### config.mk
export PLATFORM = sky130hd
export DESIGN_NAME = onehot_line_driver
export DESIGN_NICKNAME = d
export VERILOG_FILES = /design/src/rtl/onehot_line_pkg.sv /design/src/rtl/decoder_3to8.sv /design/src/rtl/onehot_line_driver.sv
export SDC_FILE = /design/constraint.sdc
export NUM_CORES = 1
export LEC_CHECK = 0
export CORE_MARGIN = 1
export CORE_UTILIZATION = 48
export DETAILED_ROUTE_END_ITERATION = 16
export GPL_TIMING_DRIVEN = 0
export PLACE_DENSITY = 0.81
export SYNTH_ARGS = -nofsm -noshare
export SYNTH_HDL_FRONTEND = slang
export SYNTH_HIERARCHICAL = 1
export SYNTH_SLANG_ARGS = --single-unit
### constraint.sdc
create_clock -name clk -period 2.15 [get_ports clk]
set_input_delay 0.43 -clock clk [delete_from_list [all_inputs] [get_ports clk]]
set_output_delay 0.43 -clock clk [all_outputs]
set_load 0.02 [all_outputs]
### src/rtl/onehot_line_pkg.sv
// Shared types and helpers for the one-hot line driver: code/line widths,
// FSM state encoding and the code-to-one-hot mapping.
package onehot_line_pkg;

    localparam int CODE_W = 3;
    localparam int LINE_W = 8;

    typedef enum logic {
        IDLE = 1'b0,
        HOLD = 1'b1
    } drv_state_t;

    function automatic logic [LINE_W-1:0] to_onehot(input logic [CODE_W-1:0] code);
        logic [LINE_W-1:0] line;
        line       = '0;
        line[code] = 1'b1;
        return line;
    endfunction

endpackage

### src/rtl/decoder_3to8.sv
// Purely combinational 3-to-8 decode sitting ahead of the driver's output register.
module decoder_3to8
    import onehot_line_pkg::*;
(
    input  logic [CODE_W-1:0] code_i,
    output logic [LINE_W-1:0] line_o
);

    assign line_o = to_onehot(code_i);

endmodule

### src/rtl/onehot_line_driver.sv
// Accepts a 3-bit line code over valid/ready and holds the matching one-hot line
// for HOLD_CYCLES cycles. Define ONEHOT_LINE_DRIVER_PARITY_EN to add parity checking.
module onehot_line_driver
    import onehot_line_pkg::*;
#(
    parameter int HOLD_CYCLES = 4
) (
    input  logic              clk,
    input  logic              rst,
    input  logic              in_valid,
    output logic              in_ready,
    input  logic [CODE_W-1:0] in_code,
`ifdef ONEHOT_LINE_DRIVER_PARITY_EN
    input  logic              in_parity,
    output logic              par_err,
`endif
    input  logic              en,
    input  logic              flush,
    output logic [LINE_W-1:0] out_q,
    output logic              out_valid,
    output logic              busy
);

    localparam int CNT_W = $clog2(HOLD_CYCLES + 1);

    if (HOLD_CYCLES < 1) begin : g_bad_hold
        $error("onehot_line_driver: HOLD_CYCLES must be >= 1");
    end

    drv_state_t        state_q, state_d;
    logic [CNT_W-1:0]  cnt_q, cnt_d;
    logic [LINE_W-1:0] out_d;
    logic [LINE_W-1:0] dec_line;
    logic              last_cycle;
    logic              accept;
    logic              load;

    decoder_3to8 u_dec (
        .code_i (in_code),
        .line_o (dec_line)
    );

    assign last_cycle = (state_q == HOLD) && (cnt_q == CNT_W'(1));
    assign in_ready   = en && !flush && ((state_q == IDLE) || last_cycle);
    assign accept     = in_valid && in_ready;

`ifdef ONEHOT_LINE_DRIVER_PARITY_EN
    logic par_ok;
    logic par_err_d;

    // A code is only decoded if {in_parity, in_code} has even parity.
    assign par_ok    = ~^{in_parity, in_code};
    assign load      = accept && par_ok;
    assign par_err_d = accept && !par_ok;

    always_ff @(posedge clk) begin
        if (rst) par_err <= 1'b0;
        else     par_err <= par_err_d;
    end
`else
    assign load = accept;
`endif

    always_comb begin
        state_d = state_q;
        cnt_d   = cnt_q;
        out_d   = out_q;
        if (flush) begin
            state_d = IDLE;
            cnt_d   = '0;
            out_d   = '0;
        end else if (en) begin
            unique case (state_q)
                IDLE: begin
                    if (load) begin
                        state_d = HOLD;
                        cnt_d   = CNT_W'(HOLD_CYCLES);
                        out_d   = dec_line;
                    end
                end
                HOLD: begin
                    if (!last_cycle) begin
                        cnt_d = cnt_q - CNT_W'(1);
                    end else if (load) begin
                        // Reload on the final hold cycle so streams have no gap.
                        cnt_d = CNT_W'(HOLD_CYCLES);
                        out_d = dec_line;
                    end else begin
                        state_d = IDLE;
                        cnt_d   = '0;
                        out_d   = '0;
                    end
                end
                default: begin
                    state_d = IDLE;
                    cnt_d   = '0;
                    out_d   = '0;
                end
            endcase
        end
    end

    always_ff @(posedge clk) begin
        if (rst) begin
            state_q <= IDLE;
            cnt_q   <= '0;
            out_q   <= '0;
        end else begin
            state_q <= state_d;
            cnt_q   <= cnt_d;
            out_q   <= out_d;
        end
    end

    assign out_valid = |out_q;
    assign busy      = (state_q == HOLD);

endmodule

==> results of run 1 <==
[per-layer routing]
layer  track usage [%]  part of all wire (%)  vias to the layer above
met1              31.3                    47                      292
met5                 0                     0                        -
met2              36.7                    47                       20
li1                  -                     -                      332
met4              10.3                   1.6                        0
met3              3.47                   4.3                        4
[power groups by stage]
stage	Clock (mW)	Sequential (mW)	Combinational [mW]
floorplan	0	0.233	0.0369
global placement	0	0.232	0.0708
detailed placement	0	0.232	0.0718
CTS	0.181	0.226	0.0708
global route	0.197	0.227	0.0770
finish	0.178	0.226	0.0709
[per-stage QoR]
step | instances | power (mW)
final | 118 | 0.476
after global routing | 118 | 0.501
after CTS | 118 | 0.479
after detailed placement | 114 | 0.303
after global placement | 114 | 0.302
after floorplan | 81 | 0.270
[area by class of cell]
type | instances | area, µm² | area share, %
Buffer | 3 | 30.0 | 3.35
Clock buffer | 4 | 36.3 | 4.05
Inverter | 4 | 15.0 | 1.68
Multi-Input combinational cell | 62 | 378 | 42.2
Sequential cell | 12 | 240 | 26.8
Tap cell | 15 | 18.8 | 2.09
Timing Repair Buffer | 18 | 178 | 19.8
[cells in the mapped netlist]
cell type | count | share of area (%)
nor2_4 | 1 | 1.7
inv_1 | 4 | 2.3
and3_2 | 1 | 1.1
nor2b_1 | 2 | 1.9
nor4_1 | 2 | 1.9
or3_1 | 1 | 0.94
nor3b_1 | 3 | 3.4
o21ai_0 | 2 | 1.5
nor3b_2 | 1 | 1.9
buf_6 | 2 | 3.4
o22ai_1 | 8 | 7.5
ha_1 | 2 | 3.8
nand2b_1 | 2 | 1.9
a21oi_2 | 1 | 1.3
or2_2 | 1 | 0.94
a31o_1 | 1 | 1.3
a31oi_1 | 1 | 0.94
nand2_1 | 20 | 11
dfxtp_1 | 12 | 36
nand4b_1 | 1 | 1.3
buf_4 | 1 | 1.1
a21oi_1 | 5 | 3.8
o21ai_2 | 1 | 1.3
nand4_1 | 2 | 1.9
nor3_1 | 1 | 0.75
and3b_2 | 3 | 4.5
[cells by family (layout without fill, tap and decap cells)]
| group | after synthesis | count (layout) | share of synthesized area [%] |
|---|---|---|---|
| fa+ha+maj | 2 | 2 | 3.77 |
| flops | 12 | 12 | 36.2 |
| simple gates | 41 | 41 | 35.5 |
| buf+inv | 7 | 29 | 6.79 |
| compound gates | 19 | 19 | 17.7 |
[final timing paths]
kind	start	end	slack, ps	depth (start not counted)
max	flush	in_ready	100	4
min	cnt_q[1]	cnt_q[1]	460	2
max reg2reg	cnt_q[1]	out_q[1]	720	6
min reg2reg	cnt_q[1]	cnt_q[1]	460	2
[flip-flops by register name, summed over array words and instances, names as in the netlist]
register,count
cnt_q,3
out_q,8
busy,1
[critical path: stages]
cell	delay, ps
clkdlybuf4s50_1	520
nand2b_1	210
a21oi_2	120
dlygate4sd2_1	340
[repair_timing]
action,CTS,global route
buffers inserted,0,0
gates resized for setup,2,0
setup endpoints to repair,1,0
==> results.toml, run 1 <==
[setup_path]
crit_type = "primary input to output pin"
end_kind = "output pin"
required_ps = 1720
worstPathMaxFanout = 5
cp.arrival_ps = 1620
start_kind = "primary input"

[global_route]
grt_overflow = 0
grt_usage_pct = 23.4
grt_max_degree = 11
grt_pass1_wl_mm = 2.39
first_global_vias = 529
grt_antenna_before_repair = 0

[sta]
finalClockSkew_ps = 1.35
setup_violations = 0
fin_setup_tns_ps = 0
slew_headroom_pct = 78.6
period_share_pct = 95.5
max_slew.worst_pin.slew_ps = 321
rsz0062_at_grt = "no"
period_needed_ps = 2050
hold_viol = 0
finalWorstSetupSlack_ps = 96.5
fin_hold_ws_ps = 458
slew_viol_final = 0
fmax_ghz = 0.487

[final_layout]
mostFrequentLayoutCells = "20 x nand2_1, 16 x clkdlybuf4s50_1, 12 x dfxtp_1"
finish.utilization_pct = 69.7
final_common_cell = "nand2_1"
final_layout_size_suffix_gt1_share_pct = 15.5
finalNetCount = 114
antenna-diode-count = 0
design_area_um2 = 896
fill_cells = 124
area_growth_pct = 35.1

[clock_network]
clock_latency_ps = 270
htree_num_levels = 1
clock-root-buffer = "clkbuf_4"
numCtsBuffers = 3
clock-sinks = 12
ctsLongestPathBuffers = 2
ctsHoldBuffers = 0
cts_tree = "done"
clkTransAtPathRegs_ps = 80

[pwr]
powerDensity_mw_per_mm2 = 531
p_sw_share_pct = 24.0
combinationalPowerShare_pct = 14.9
switchingPower_mw = 0.114
p_leak_nw = 0.324
peakVddDrop_mv = 0.329
seq_power_share_pct = 47.6
clock_power_share_pct = 37.5
p_int_mw = 0.361

[flow_run]
max-cap-violations = 0

[min_path]
min_path_type = "flip-flop to flip-flop"

[detailed_routing]
drt_iter0_markers = 14
drt_wl_total_mm = 1.55
firstDrtPassIters = 4
vias = 648
post-route-drc-count = 0
detail-route-antenna-nets = 0
via_per_inst = 5.49
wl_per_cell_um = 13.1

[yosys]
synth-seq-cells = 12
syn_inst = 81
syn_nets = 91
syn-cell-area_um2 = 663
synth_cell_type_count = 26
avgSynthCellArea_um2 = 8.19
yosysSeqAreaShare_pct = 36.2
ys_warn_count = 6

[placed_design]
place_area_um2 = 862
hpwl_mm = 1.09
place_congestion = 0.774
port_buffers = 18
pre_cts_slack_ps = -181

[floorplan]
fp.dieH_um = 39.2
die_x_um = 39.2
start_util_pct = 51.6
fp-row-count = 13
fp.dieArea_mm2 = 0.00153
coreArea_mm2 = 0.00128
io_pins = 19

[run_status]
status = "finished clean"
Power figures use the tool's default switching activity.
==> inputs of run 2 (changes only) <==
CORE_UTILIZATION = 45   (was 48)
PLACE_DENSITY = 0.76   (was 0.81)
clock period = 2.3 ns   (was 2.15 ns; I/O delays follow)
==> run 2 against run 1 <==
Flip-flop and latch count did not move. Via count decreased by 2.9%. Power down 16%. First-iteration DRC count decreased by 21%. Non-clock buffer count stayed put. Clock skew increased by 1.2 ps. Register-to-register slack gained 220 ps. Largest cell class unchanged. Highest routed layer unchanged.
==> results.toml, run 2 (synthesis results as in run 1) <==
[run_status]
status = "finished clean"

[detailed_routing]
wl_per_cell_um = 11.9
detail-route-antenna-nets = 0
firstDrtPassIters = 4
drt_iter0_markers = 11
drt_wl_total_mm = 1.39
via_per_inst = 5.38
post-route-drc-count = 0
vias = 629

[sta]
period_share_pct = 91.8
period_needed_ps = 2110
finalWorstSetupSlack_ps = 190
rsz0062_at_grt = "no"
slew_headroom_pct = 81.1
setup_violations = 0
fmax_ghz = 0.474
slew_viol_final = 0
hold_viol = 0
finalClockSkew_ps = 2.53
max_slew.worst_pin.slew_ps = 284

[pwr]
p_sw_share_pct = 24.6
clock_power_share_pct = 30.8
switchingPower_mw = 0.0986
powerDensity_mw_per_mm2 = 454
peakVddDrop_mv = 0.290
p_leak_nw = 0.317
seq_power_share_pct = 52.8
p_int_mw = 0.302
combinationalPowerShare_pct = 16.4

[placed_design]
hpwl_mm = 1.07
pre_cts_slack_ps = -109
port_buffers = 18
place_congestion = 0.772
dp_cells = 114

[global_route]
grt_antenna_before_repair = 0
grt_usage_pct = 20.7
grt_pass1_wl_mm = 2.21
grt_max_degree = 11
grt_overflow = 0
first_global_vias = 531

[min_path]
min_path_type = "flip-flop to flip-flop"

[setup_path]
start_kind = "primary input"
worstPathMaxFanout = 5
cp_slowest_stage_delay_ps = 510
crit_type = "primary input to output pin"
worst-path-buf-inv = 2
required_ps = 1840
end_kind = "output pin"
slowest_stage = "clkdlybuf4s50_1"
critPathTopFamily = "buffers and inverters"
cp.arrival_ps = 1650
path_cells = "clkdlybuf4s50_1 -> nand2b_1 -> a21oi_2 -> dlygate4sd2_1"

[final_layout]
stdcell_count = 117
final_layout_size_suffix_gt1_share_pct = 14.7
antenna-diode-count = 0
mostFrequentLayoutCells = "20 x nand2_1, 16 x clkdlybuf4s50_1, 12 x dfxtp_1"
finalNetCount = 114
largest_reg_flops = 8
final_common_cell = "nand2_1"
largest-register = "out_q"
area_growth_pct = 33.0

[flow_run]
max-cap-violations = 0

[clock_network]
ctsLongestPathBuffers = 2
numCtsBuffers = 3
clock-sinks = 12
clkTransAtPathRegs_ps = 70
post-cts-setup-buffers = 0
htree_num_levels = 1
clock-root-buffer = "clkbuf_4"
cts_tree = "done"
ctsHoldBuffers = 0
clock_latency_ps = 260

[floorplan]
start_util_pct = 49.7
fp.dieH_um = 40.4
fp-row-count = 13
die_x_um = 40.4
io_pins = 19
coreArea_mm2 = 0.00133
fp.dieArea_mm2 = 0.00163
[run 2: worst reg2reg max path, stage by stage, from the launching register on]
cell      delay (ps)
dfxtp_1          310
inv_1             70
ha_1             200
nand2b_1         150
a21oi_2          180
nand2_1          190
o22ai_1          180
[run 2: path summary, 6_finish.rpt]
kind / startpoint / endpoint / slack, ps / depth (start not counted)
max: flush / in_ready / 190 / 4
min reg2reg: cnt_q[1] / cnt_q[1] / 460 / 2
max reg2reg: cnt_q[1] / out_q[4] / 940 / 6
min: cnt_q[1] / cnt_q[1] / 460 / 2
[run 2: power by group through the flow]
stage	registers, mW	logic (mW)	clock network (mW)
finish	0.212	0.0659	0.123
global route	0.212	0.0723	0.139
CTS	0.212	0.0660	0.128
detailed placement	0.217	0.0670	0
global placement	0.216	0.0667	0
floorplan	0.218	0.0345	0
[run 2: layout make-up]
cell class	count	area, µm²
Timing Repair Buffer	18	178
Buffer	3	30.0
Clock buffer	3	22.5
Multi-Input combinational cell	62	378
Tap cell	15	18.8
Inverter	4	15.0
Fill cell	123	452
Sequential cell	12	240
[run 2: timing repair]
action                                 in CTS  in global routing
resized for setup                           2                  0
endpoints found under the hold margin       0                  0
setup endpoints to repair                   1                  0
[run 2: metal layers]
metal,share of wire (%),vias to the layer above,track usage [%]
li1,-,333,-
met1,52,275,28.5
met2,42,19,29.8
met3,4.5,2,1.67
met4,1.4,0,15.0
met5,0,-,0
[run 2: through the flow]
step	setup TNS (ps)	utilization [%]	area [µm²]	power [mW]	hold slack, ps
final	0	66.1	882	0.401	458
after floorplan	0	-	663	0.253	428
after CTS	0	66.1	882	0.405	464
after detailed placement	-109	64.6	862	0.284	455
after global placement	-89.9	64.6	862	0.283	440
after global routing	0	66.1	882	0.423	511
